`src/rtl/fir_pkg.sv`:
```
// Shared types and helpers for the FIR sequencing controller.
package fir_pkg;

  localparam int unsigned TapsDefault = 32;

  function automatic int unsigned clog2(input int unsigned n);
    int unsigned r;
    r = 0;
    for (int unsigned i = 0; i < 32; i++) begin
      if ((64'd1 << i) < 64'(n)) r = i + 1;
    end
    return r;
  endfunction

  typedef enum logic [1:0] {
    StIdle,
    StMac,
    StDump
  } fir_state_e;

endpackage

```
`src/rtl/fir_seq_ctrl_if.sv`:
```
// Sample/result handshake and MAC datapath control bundle of the FIR sequencer.
interface fir_seq_ctrl_if
  import fir_pkg::*;
#(
  parameter int unsigned AW = clog2(TapsDefault)
);

  logic          in_valid;
  logic          in_ready;
  logic          data_in_en;
  logic [AW-1:0] wr_ptr;
  logic [AW-1:0] data_counter;
  logic [AW-1:0] co_choose;
  logic          acc_clr;
  logic          add_en;
  logic          out_en;
  logic          out_valid;
  logic          out_ready;
  logic          busy;

  modport master (
    input  in_valid, out_ready,
    output in_ready, data_in_en, wr_ptr, data_counter, co_choose,
    output acc_clr, add_en, out_en, out_valid, busy
  );

  modport slave (
    output in_valid, out_ready,
    input  in_ready, data_in_en, wr_ptr, data_counter, co_choose,
    input  acc_clr, add_en, out_en, out_valid, busy
  );

endinterface

```
`src/rtl/mod_counter.sv`:
```
// Modulo-N up counter with enable and synchronous clear (clear has priority).
module mod_counter
  import fir_pkg::*;
#(
  parameter int unsigned Modulus = TapsDefault,
  parameter int unsigned Width   = clog2(Modulus)
) (
  input  logic             clk,
  input  logic             rst_n,
  input  logic             clr_i,
  input  logic             en_i,
  output logic [Width-1:0] cnt_o
);

  localparam logic [Width-1:0] Last = Width'(Modulus - 1);

  logic [Width-1:0] cnt_d, cnt_q;

  always_comb begin
    cnt_d = cnt_q;
    if (clr_i) begin
      cnt_d = '0;
    end else if (en_i) begin
      cnt_d = (cnt_q == Last) ? '0 : cnt_q + 1'b1;
    end
  end

  always_ff @(posedge clk or negedge rst_n) begin
    if (!rst_n) begin
      cnt_q <= '0;
    end else begin
      cnt_q <= cnt_d;
    end
  end

  assign cnt_o = cnt_q;

endmodule

```
`src/rtl/fir_seq_ctrl.sv`:
```
// FIR sequencer: accepts a sample, walks TAPS MAC cycles over the delay line, then
// hands the accumulated result to the output register with a valid/ready handshake.
module fir_seq_ctrl
  import fir_pkg::*;
#(
  parameter int unsigned TAPS = TapsDefault,
  parameter int unsigned AW   = clog2(TAPS)
) (
  input  logic           clk,
  input  logic           rst_n,
  input  logic           en_i,
  input  logic           flush_i,
  fir_seq_ctrl_if.master ctrl_io
);

  localparam int unsigned     AW1     = AW + 1;
  localparam logic [AW-1:0]   LastTap = AW'(TAPS - 1);
  localparam logic [AW:0]     TapsW   = AW1'(TAPS);

  fir_state_e    state_q, state_d;
  logic [AW-1:0] wr_ptr, tap_cnt;
  logic [AW-1:0] newest_q, newest_d;
  logic          out_valid_q, out_valid_d;
  logic          in_ready, data_in_en, out_en, add_en, acc_clr;
  logic [AW-1:0] co_choose, data_counter;
  logic [AW:0]   tap_dist;

  mod_counter #(
    .Modulus(TAPS),
    .Width  (AW)
  ) u_wr_ptr (
    .clk  (clk),
    .rst_n(rst_n),
    .clr_i(flush_i),
    .en_i (data_in_en),
    .cnt_o(wr_ptr)
  );

  mod_counter #(
    .Modulus(TAPS),
    .Width  (AW)
  ) u_tap_cnt (
    .clk  (clk),
    .rst_n(rst_n),
    .clr_i(flush_i | (state_q != StMac)),
    .en_i (state_q == StMac),
    .cnt_o(tap_cnt)
  );

  // Read address walks backwards from the newest sample, wrapping at TAPS.
  always_comb begin
    tap_dist = {1'b0, newest_q} + TapsW - {1'b0, tap_cnt};
    if (tap_dist >= TapsW) tap_dist = tap_dist - TapsW;
  end

  assign data_in_en = ctrl_io.in_valid & in_ready;

  always_comb begin
    state_d      = state_q;
    in_ready     = 1'b0;
    out_en       = 1'b0;
    add_en       = 1'b0;
    acc_clr      = 1'b0;
    co_choose    = '0;
    data_counter = wr_ptr;
    unique case (state_q)
      StIdle: begin
        // Gating with rst_n keeps the handshake quiet while reset is held.
        in_ready = rst_n & en_i & ~flush_i;
        if (ctrl_io.in_valid && in_ready) state_d = StMac;
      end
      StMac: begin
        add_en       = 1'b1;
        acc_clr      = (tap_cnt == '0);
        co_choose    = tap_cnt;
        data_counter = tap_dist[AW-1:0];
        if (tap_cnt == LastTap) state_d = StDump;
      end
      StDump: begin
        out_en = ~flush_i & (~out_valid_q | ctrl_io.out_ready);
        if (out_en) state_d = StIdle;
      end
      default: state_d = StIdle;
    endcase
    if (flush_i) state_d = StIdle;
  end

  // A new load wins over a same-cycle downstream accept.
  always_comb begin
    newest_d    = newest_q;
    out_valid_d = out_valid_q;
    if (flush_i) begin
      newest_d    = '0;
      out_valid_d = 1'b0;
    end else begin
      if (data_in_en) newest_d = wr_ptr;
      if (out_en) begin
        out_valid_d = 1'b1;
      end else if (out_valid_q && ctrl_io.out_ready) begin
        out_valid_d = 1'b0;
      end
    end
  end

  always_ff @(posedge clk or negedge rst_n) begin
    if (!rst_n) begin
      state_q     <= StIdle;
      newest_q    <= '0;
      out_valid_q <= 1'b0;
    end else begin
      state_q     <= state_d;
      newest_q    <= newest_d;
      out_valid_q <= out_valid_d;
    end
  end

  assign ctrl_io.in_ready     = in_ready;
  assign ctrl_io.data_in_en   = data_in_en;
  assign ctrl_io.wr_ptr       = wr_ptr;
  assign ctrl_io.data_counter = data_counter;
  assign ctrl_io.co_choose    = co_choose;
  assign ctrl_io.acc_clr      = acc_clr;
  assign ctrl_io.add_en       = add_en;
  assign ctrl_io.out_en       = out_en;
  assign ctrl_io.out_valid    = out_valid_q;
  assign ctrl_io.busy         = (state_q != StIdle);

endmodule

```
`src/flat_wrapper.sv`:
```
// flat-port wrapper written by rule: the top's interface ports become plain ports
module fir_seq_ctrl_flat import fir_pkg::*;
#(
  parameter int unsigned TAPS = TapsDefault,
  parameter int unsigned AW   = clog2(TAPS)
)
  (clk, rst_n, en_i, flush_i, ctrl_io_in_valid, ctrl_io_out_ready, ctrl_io_in_ready, ctrl_io_data_in_en, ctrl_io_wr_ptr, ctrl_io_data_counter, ctrl_io_co_choose, ctrl_io_acc_clr, ctrl_io_add_en, ctrl_io_out_en, ctrl_io_out_valid, ctrl_io_busy);
  fir_seq_ctrl_if #(.AW(AW)) ctrl_io_i ();
  input  logic clk;
  input  logic rst_n;
  input  logic en_i;
  input  logic flush_i;
  input wire logic [$bits(ctrl_io_i.in_valid)-1:0] ctrl_io_in_valid;
  input wire logic [$bits(ctrl_io_i.out_ready)-1:0] ctrl_io_out_ready;
  output wire logic [$bits(ctrl_io_i.in_ready)-1:0] ctrl_io_in_ready;
  output wire logic [$bits(ctrl_io_i.data_in_en)-1:0] ctrl_io_data_in_en;
  output wire logic [$bits(ctrl_io_i.wr_ptr)-1:0] ctrl_io_wr_ptr;
  output wire logic [$bits(ctrl_io_i.data_counter)-1:0] ctrl_io_data_counter;
  output wire logic [$bits(ctrl_io_i.co_choose)-1:0] ctrl_io_co_choose;
  output wire logic [$bits(ctrl_io_i.acc_clr)-1:0] ctrl_io_acc_clr;
  output wire logic [$bits(ctrl_io_i.add_en)-1:0] ctrl_io_add_en;
  output wire logic [$bits(ctrl_io_i.out_en)-1:0] ctrl_io_out_en;
  output wire logic [$bits(ctrl_io_i.out_valid)-1:0] ctrl_io_out_valid;
  output wire logic [$bits(ctrl_io_i.busy)-1:0] ctrl_io_busy;
  assign ctrl_io_i.in_valid = ctrl_io_in_valid;
  assign ctrl_io_i.out_ready = ctrl_io_out_ready;
  assign ctrl_io_in_ready = ctrl_io_i.in_ready;
  assign ctrl_io_data_in_en = ctrl_io_i.data_in_en;
  assign ctrl_io_wr_ptr = ctrl_io_i.wr_ptr;
  assign ctrl_io_data_counter = ctrl_io_i.data_counter;
  assign ctrl_io_co_choose = ctrl_io_i.co_choose;
  assign ctrl_io_acc_clr = ctrl_io_i.acc_clr;
  assign ctrl_io_add_en = ctrl_io_i.add_en;
  assign ctrl_io_out_en = ctrl_io_i.out_en;
  assign ctrl_io_out_valid = ctrl_io_i.out_valid;
  assign ctrl_io_busy = ctrl_io_i.busy;
  fir_seq_ctrl #(.TAPS(TAPS), .AW(AW)) u_core (.clk(clk), .rst_n(rst_n), .en_i(en_i), .flush_i(flush_i), .ctrl_io(ctrl_io_i));
endmodule
```
`config.mk`:
```
export PLATFORM = sky130hd
export DESIGN_NAME = fir_seq_ctrl_flat
export DESIGN_NICKNAME = d
export VERILOG_FILES = /design/src/rtl/fir_pkg.sv /design/src/rtl/fir_seq_ctrl_if.sv /design/src/rtl/mod_counter.sv /design/src/rtl/fir_seq_ctrl.sv /design/src/flat_wrapper.sv
export SDC_FILE = /design/constraint.sdc
export NUM_CORES = 1
export LEC_CHECK = 0
export CORE_UTILIZATION = 60
export CTS_CLUSTER_SIZE = 40
export DETAILED_ROUTE_END_ITERATION = 10
export DONT_BUFFER_PORTS = 1
export HOLD_SLACK_MARGIN = 0.15
export PLACE_DENSITY = 0.76
export SLEW_MARGIN = 40
export SYNTH_ARGS = -nofsm -noshare
export SYNTH_HDL_FRONTEND = slang
export SYNTH_SLANG_ARGS = --single-unit
```
`constraint.sdc`:
```
create_clock -name clk -period 2.1 [get_ports clk]
set_clock_uncertainty 0.2 [all_clocks]
set_input_delay 0.315 -clock clk [delete_from_list [all_inputs] [get_ports clk]]
set_output_delay 0.315 -clock clk [all_outputs]
set_load 0.05 [all_outputs]
```
# --- After elaboration in Yosys (flattened, before gate mapping) ---
# Cells that the tools add are included.
# W data, S select, Z words.
totals:
  ff_bits: 18
  latch_bits: 0
  ram_bits: 0
  rom_bits: 0
  input_bits: 6
  out_inout_bits: 22
  memories: 0
classes:
  n_addsub: 5
  mul: 0
  n_div: 0
  n_lt_le_gt_ge: 1
  n_eq_ne: 8
  shift: 0
  n_mux: 23
  n_bitwise: 8
  reduce_logical: 9
op_table:
  columns: ["op", "count"]
  rows:
  - ["$mux W5", 11]
  - ["$add A5 B1 Y5 const B", 2]
  - ["$eq A5 B5 Y1 const B", 2]
  - ["$ne A3 B2 Y1 const B", 3]
  - ["$mux W2", 4]
  - ["$mux W1", 7]
  - ["$add A5 B6 Y6 const B", 1]
  - ["$ge A6 B6 Y1 const B", 1]
  - ["$pmux W2 S3", 1]
  - ["$reduce_bool A2 Y1", 3]
  - ["$sub A6 B5 Y6", 1]
  - ["$logic_not A5 Y1", 1]
  - ["$sub A5 B1 Y5 const B", 1]
  - ["$and A1 B1 Y1", 4]
  - ["$reduce_and A3 Y1", 1]
  - ["$reduce_bool A3 Y1", 1]
  - ["$eq A2 B1 Y1 const B", 1]
  - ["$eq A2 B2 Y1 const B", 1]
  - ["$logic_and A1 B1 Y1", 2]
  - ["$logic_not A2 Y1", 1]
  - ["$ne A2 B1 Y1 const B", 1]
  - ["$not A1 Y1", 2]
  - ["$or A1 B1 Y1", 2]

# --- Longest topological paths before layout ---
# Gate-level depths: netlist of the first run.
depth:
  word_depth: 6
  mapped_depth: 8
  mapped_depth_nobuf: 8

# --- Cells and area by module ---
# Synthesis of the first run repeated with hierarchy kept, for this count alone.
unflattened:
  cells_unflattened: 127
  hier_area_um2: 1182.4
by_module_without_submodules:
  columns: ["module", "n_inst", "cells_each", "area_each_um2", "seq_area_each_um2"]
  rows:
  - ["fir_seq_ctrl", 1, 77, 661.9, 200.2]
  - ["mod_counter", 2, 25, 260.2, 125.1]

# --- Worst setup path after synthesis of the first run ---
# OpenSTA, ideal clock, no wires.
synth_timing:
  path_type: "reg-to-output"
  from: "register u_core.newest_q[0]"
  to: "output ctrl_io_data_counter[4]"
  arrival_time_ps: 2499
  setup_slack_ps: -914
  stages_incl_launch_ff: 9
  path_cell_list: "dfrtp_1 > inv_1 > ha_1 > inv_1 > fa_1 > a21o_1 > a21oi_1 > xnor2_1 > o21ai_0"
synth_via:
  elab_chain_cells: 5
  word_cells_on_any_way: 6
synth_lines:
  columns: ["item", "line", "rtl"]
  rows:
  - ["from (decl)", "fir_seq_ctrl.sv:22", "logic [AW-1:0] newest_q, newest_d;"]
  - ["from (signal assigned)", "fir_seq_ctrl.sv:112", "newest_q <= newest_d;"]
  - ["$add A5 B6 Y6 *", "fir_seq_ctrl.sv:52", "tap_dist = {1'b0, newest_q} + TapsW - {1'b0, tap_cnt};"]
  - ["$sub A6 B5 Y6 *", "fir_seq_ctrl.sv:52", null]
  - ["$sub A5 B1 Y5 or $ge A6 B6 Y1 (tied branches)", "fir_seq_ctrl.sv:53", "if (tap_dist >= TapsW) tap_dist = tap_dist - TapsW;"]
  - ["$mux W5 *", "fir_seq_ctrl.sv:53", null]
  - ["$mux W5 *", "fir_seq_ctrl.sv:66", "unique case (state_q)"]
  - ["to (decl)", "flat_wrapper.sv:18", "output wire logic [$bits(ctrl_io_i.data_counter)-1:0] ctrl_io_data_counter;"]
# Mark *: on every way between the ends. The rest lies on a longest branch, timed or not.

# --- Worst setup path after layout of the first run ---
# Ends and elaborated chain as after synthesis.

==> qor.yml, run 1 <==
synth:
  synth_top_family_by_area: "simple AND/OR/NAND/NOR gates"
  yosys.cell_types.count: 33
  yosys.area_share.simple_pct: 25.63
  synthAdderAreaFrac_pct: 12.07
  syn_nets: 136
  syn_area_sq_um: 1099
  synthXorXnorAreaFrac_pct: 3.986
  netlist_instances: 120
  async_reset_ff_share_pct: 100.0
  synthMuxAreaShare_pct: 0
  synth_edf_count: 0
  ys_seq_area_share_pct: 41.00
  syn-mean-instance-area_sq_um: 9.155
  yosys_most_used_dff: "dfrtp_1"
  yosysWarningCount: 0
  synth_compound_area_share_pct: 12.41
  ys_ff_latch: 18
cells_and_area:
  area.growth.synth_to_final_pct: 48.63
  drive_above_1_share_pct: 39.24
  diodes: 0
  instances_no_fill: 183
  n_fill_cell: 57
  nets: 175
setup_path:
  r2r_end: "u_core.u_tap_cnt.cnt_o[2]"
  reg2reg_from: "u_core.u_tap_cnt.cnt_o[0]"
  critPathTopFamily: "adder cells"
  startpoint_type: "flop"
  crit_chain: "inv_2 -> ha_4 -> inv_2 -> fa_2 -> a21o_1 -> a21oi_2 -> xnor2_1 -> o21ai_2 -> buf_12"
  cp_max_fo: 2
  cpMaxStageDelayCell: "dfrtp_1"
  path_buf_inv: 3
  path_common_cell: "inv_2"
  cp_data_arrival_time_ns: 2.08
  cp.depth: 9
  startpoint: "u_core.newest_q[0]"
  cp-end-kind: "output pin"
  rr_worst_depth: 6
  worstSetupPathType: "flop to output pin"
  rrSetupSlack_ns: -0.02
  cpPeakStageDelay_ns: 0.41
  crit_end: "ctrl_io_data_counter[4]"
  worstPathRequired_ns: 1.58
sta:
  tightestPinTransition_ns: 0.3811
  fmax_mhz: 385.3
  finalCritPeriodShare_pct: 123.6
  setup_viol: 10
  min_period_ns: 2.595
  max_slew_margin_pct: 74.40
  timing.hold.ws_ns: -0.5228
  maxSlewViolCount: 0
  hold_viol_final: 18
  rsz0062_at_grt: "yes"
  setup_ws_ns: -0.4953
global_route:
  grt_max_degree: 21
  grt_pass1_vias: 1045
  grt_usage_pct: 34.27
  antenna_found_initial: 0
  grt_pass1_wl_um: 4788
  grt_overflow: 0
detailed_routing:
  viasPerCell: 6.497
  num_vias: 1189
  drt_iter0_markers: 88
  first_pass_iters: 4
  antenna_left: 0
  wl_um: 4265
  drc: 0
  wl_per_cell_um: 23.31
floorplan:
  rows: 15
  core_region_area_sq_um: 1727
  die_h_um: 44.79
  ioPinCount: 28
  start_util_pct: 63.62
  fp.dieW_um: 44.79
  die_area_sq_um: 2006
placed_design:
  dpl.cell_count: 170
  dp_hpwl_um: 2225
  gp_congestion: 0.8626
  io_buffers: 0
clock_network:
  cts_tree: "built"
  cts_sinks: 18
  insertion_delay_ns: 0.31
  clk_path_buf_depth: 2
  htreeDepth: 1
  cts.clk_slew.worst_paths_ns: 0.12
  clock-root-buffer: "clkbuf_4"
  numCtsBuffers: 3
power:
  p_leak_uw: 0.0007689
  vdd.ir_drop.worst_mv: 0.4197
  power.density_nw_per_um2: 435.7
worst_hold_path:
  min_path_type: "primary input to asynchronous set/reset pin"
status:
  failed_checks: "negative hold slack, negative setup slack"
  outcome: "finished with violations"
job:
  cap_violations: 0
## metal layers
layer / up-vias / part of all wire, % / global-route usage (%)
met3: 31 / 8.3 / 7.200
met1: 585 / 36 / 38.82
met5: - / 0 / 0
li1: 485 / - / -
met2: 88 / 50 / 59.41
met4: 0 / 5.9 / 20.00
## per-stage QoR
stage | power, uW | setup WS (ns) | area [sq um] | util [%] | setup TNS, ns
detailed placement | 456.5 | -0.2379 | 1453 | 84.13 | -0.3226
finish | 711.4 | -0.4953 | 1633 | 94.57 | -1.698
floorplan | 427.8 | -0.2859 | 1144 | - | -0.4079
CTS | 684.9 | -0.4564 | 1549 | 89.71 | -1.644
global route | 718.0 | -0.5552 | 1633 | 94.57 | -2.343
global placement | 453.0 | -0.1701 | 1453 | 84.13 | -0.1701
## synthesized netlist by cell type, types with 2 or more instances
library cell | n | share of area (%)
and3_1 | 6 | 3.4
nor3b_1 | 2 | 1.4
nor3_1 | 3 | 1.4
o21ai_0 | 11 | 5.0
o31ai_1 | 2 | 1.4
inv_1 | 8 | 2.7
nand2_1 | 21 | 7.2
o21a_1 | 2 | 1.4
nand2b_1 | 3 | 1.7
xnor2_1 | 4 | 3.2
a21oi_1 | 3 | 1.4
nor2_1 | 9 | 3.1
ha_1 | 9 | 10
dfrtp_1 | 18 | 41
## sequential cells by signal, summed over array words and instances (netlist names)
register                  count
u_core.u_wr_ptr.cnt_o         5
u_core.ctrl_io.out_valid      1
u_core.u_tap_cnt.cnt_o        5
u_core.state_q                2
u_core.newest_q               5
## timing repair
action	CTS	global route
hold endpoints to repair	27	20
pin swaps	7	3
setup buffers	1	3
hold buffers	2	4
setup endpoints to repair	4	8
resized for setup	11	8
## kinds of logic after synthesis
logic type	after synthesis
xor gates and xnor gates	5
DFF	18
AOI/OAI and AO/OA	22
and+or+nand+nor	53
adders and majority gates	10
buffers and inverters	12
## cell type report
class | instances | area, sq um | area share [%]
Sequential cell | 18 | 454.2 | 27.82
Clock buffer | 4 | 36.28 | 2.222
Tap cell | 25 | 31.28 | 1.916
Inverter | 9 | 36.28 | 2.222
Timing Repair Buffer | 37 | 386.6 | 23.68
Multi-Input combinational cell | 90 | 688.2 | 42.15
## worst min-delay path by stage
stage,start,to,slack [ns],cells past startpoint
3_3_place_gp,rst_n,u_core.u_tap_cnt.cnt_o[2],-0.18,0
4_1_cts,rst_n,u_core.u_tap_cnt.cnt_o[2],-0.52,0
5_1_grt,rst_n,u_core.u_wr_ptr.cnt_o[1],-0.53,0
3_5_place_dp,rst_n,u_core.u_tap_cnt.cnt_o[2],-0.18,0
2_1_floorplan,rst_n,u_core.ctrl_io.out_valid,-0.18,0
6_report,rst_n,u_core.u_tap_cnt.cnt_o[2],-0.52,0
## placed cells by master, fill, tap and decap left out, types with 2 or more instances in the layout
master	netlist	routed
xnor2_1	4	3
nor2_1	9	8
o21ai_2	0	3
nor3_1	3	3
o21ai_0	11	8
dlygate4sd3_1	0	5
ha_4	0	2
buf_4	0	23
nand2_1	21	19
dfrtp_1	18	15
and3_1	6	6
nand2b_1	3	3
a21oi_1	3	2
inv_1	8	4
inv_2	0	3
ha_1	9	6
dfrtp_2	0	3
buf_12	0	7
nand2_2	0	2
clkbuf_4	0	3
o21a_1	2	2
## power by group
group          total, uW  switching, uW  internal [uW]
Sequential           354           4.23            350
Combinational        121           74.5           46.3
Clock                236            130            106
Note: power is estimated with default switching activity, not from simulation.
==> inputs of run 2 (changes only) <==
--- a/config.mk
+++ b/config.mk
@@ -5,12 +5,15 @@
 export SDC_FILE = /design/constraint.sdc
 export NUM_CORES = 1
 export LEC_CHECK = 0
+export CAP_MARGIN = 0
 export CORE_UTILIZATION = 60
+export CTS_CLUSTER_DIAMETER = 200
 export CTS_CLUSTER_SIZE = 40
 export DETAILED_ROUTE_END_ITERATION = 10
 export DONT_BUFFER_PORTS = 1
 export HOLD_SLACK_MARGIN = 0.15
 export PLACE_DENSITY = 0.76
+export SKIP_CTS_REPAIR_TIMING = 1
 export SLEW_MARGIN = 40
 export SYNTH_ARGS = -nofsm -noshare
 export SYNTH_HDL_FRONTEND = slang
==> qor.yml, run 2 (synthesis gave the netlist of run 1 again) <==
floorplan:
  rows: 15  # unchanged
  die_area_sq_um: 2006  # unchanged
  fp.dieW_um: 44.79  # unchanged
  core_region_area_sq_um: 1727  # unchanged
  ioPinCount: 28  # unchanged
  die_h_um: 44.79  # unchanged
  start_util_pct: 63.62  # unchanged
sta:
  setup_ws_ns: -0.5504  # -0.05503 ns
  tightestPinTransition_ns: 0.8816  # +0.5005 ns
  finalCritPeriodShare_pct: 126.2  # +2.6 points
  rsz0062_at_grt: "yes"
  max_slew_margin_pct: 41.03  # -33 points
  hold_viol_final: 0  # -18
  min_period_ns: 2.650  # +0.05503 ns
  maxSlewViolCount: 0  # unchanged
  setup_viol: 10  # unchanged
  fmax_mhz: 377.3  # -2.1%
clock_network:
  cts_tree: "built"
  htreeDepth: 1  # unchanged
  clock-root-buffer: "clkbuf_4"
  clk_path_buf_depth: 2  # unchanged
  numCtsBuffers: 3  # unchanged
  cts_sinks: 18  # unchanged
  cts.clk_slew.worst_paths_ns: 0.11  # about the same
  insertion_delay_ns: 0.30  # about the same
power:
  p_leak_uw: 0.0007491  # -2.6%
  power.density_nw_per_um2: 434.0  # -0.40%
  vdd.ir_drop.worst_mv: 0.3494  # -17%
placed_design:
  dpl.cell_count: 170  # unchanged
  gp_congestion: 0.8626  # unchanged
  dp_hpwl_um: 2225  # unchanged
  place_ws_ns: -0.2379  # unchanged
  io_buffers: 0  # unchanged
setup_path:
  cpPeakStageDelay_ns: 0.44  # +0.03 ns
  cpMaxStageDelayCell: "dfrtp_1"
  cp_max_fo: 2  # unchanged
  cp-end-kind: "output pin"
  startpoint_type: "flop"
  worstPathRequired_ns: 1.58  # about the same
  worstSetupPathType: "flop to output pin"
  crit_chain: "ha_4 -> inv_2 -> fa_2 -> a21o_1 -> a21oi_2 -> xnor2_2 -> o21ai_2 -> buf_12"
  cp_data_arrival_time_ns: 2.14  # +0.06 ns
status:
  outcome: "finished with violations"
  failed_checks: "negative setup slack"
detailed_routing:
  wl_um: 4161  # -2.4%
  drc: 0  # unchanged
  num_vias: 1127  # -5.2%
  wl_per_cell_um: 22.74  # -2.4%
  drt_iter0_markers: 59  # -33%
  viasPerCell: 6.158  # -5.2%
  antenna_left: 0  # unchanged
  first_pass_iters: 4  # unchanged
global_route:
  grt_overflow: 0  # unchanged
  grtUsageMet3_pct: 6.000  # -1.2 points
  antenna_found_initial: 0  # unchanged
  grt_pass1_vias: 1011  # -3.3%
  met1_usage_pct: 35.82  # -3.0 points
  grt_usage_pct: 30.98  # -3.3 points
  grt_max_degree: 21  # unchanged
  grt_busiest_layer: "met2"
  use_met2_pct: 56.76  # -2.6 points
  grt_pass1_wl_um: 4491  # -6.2%
cells_and_area:
  final_common_cell: "buf_4"
  instances_no_fill: 183  # unchanged
  area.growth.synth_to_final_pct: 48.86
  diodes: 0  # unchanged
  nets: 175  # unchanged
  utilization_pct: 94.71  # +0.14 points
  final_cell_mix: "buf_4 (24), nand2_1 (19), dfrtp_1 (15)"
  drive_above_1_share_pct: 43.04  # +3.8 points
worst_hold_path:
  min_path_type: "primary input to flop"
job:
  cap_violations: 0  # unchanged
==> run 2: cell type report <==
| type | count | area, sq um |
|---|---|---|
| clock buffer | 4 | 36.28 |
| fill | 51 | 91.34 |
| sequential | 18 | 454.2 |
| tap | 25 | 31.28 |
| inverter | 9 | 36.28 |
| multi-input combinational | 90 | 696.9 |
| timing repair buffer | 37 | 380.4 |
==> run 2: report_power, final <==
group | total [uW] | switching [uW] | internal, uW
clock network | 225 | 119 | 106
logic | 130 | 81.8 | 48.0
registers | 355 | 4.46 | 350
==> run 2: final timing paths <==
check	startpoint	to	slack, ns	cells past startpoint
min in group asynchronous	rst_n	u_core.u_tap_cnt.cnt_o[3]	0.37	1
worst max register to register	u_core.u_tap_cnt.cnt_o[0]	u_core.u_tap_cnt.cnt_o[0]	-0.02	7
worst max-delay path	u_core.u_tap_cnt.cnt_o[0]	ctrl_io_data_counter[4]	-0.55	8
max in group asynchronous	rst_n	u_core.u_wr_ptr.cnt_o[1]	0.74	1
worst min register to register	u_core.newest_q[4]	u_core.newest_q[4]	0.38	2
worst min-delay path	flush_i	u_core.u_wr_ptr.cnt_o[0]	0.21	2
==> run 2: through the flow <==
step	setup TNS [ns]	hold slack (ns)	total power [uW]	cell area (sq um)
after detailed placement	-0.3226	-0.1802	456.5	1453
after global placement	-0.1701	-0.1802	453.0	1453
final	-1.859	0.2112	709.7	1635
after global routing	-2.299	0.2171	722.8	1635
after CTS	-1.578	-0.5164	675.0	1489
after floorplan	-0.4079	-0.1806	427.8	1144
==> run 2: per-layer routing <==
metal / wire [um] / up-vias
li1: - / 484
met1: 1428 / 524
met2: 2069 / 92
met3: 406 / 27
met4: 257 / 0
met5: 0 / -
==> run 2: critical path: cells and delay by family (launching register included) <==
| kind | cells | cell delay, ns |
|---|---|---|
| AO/OA/AOI/OAI | 3 | 0.58 |
| flip-flops | 1 | 0.44 |
| XOR/XNOR | 1 | 0.09 |
| buffers and inverters | 2 | 0.20 |
| adder cells (fa/ha/maj) | 2 | 0.52 |
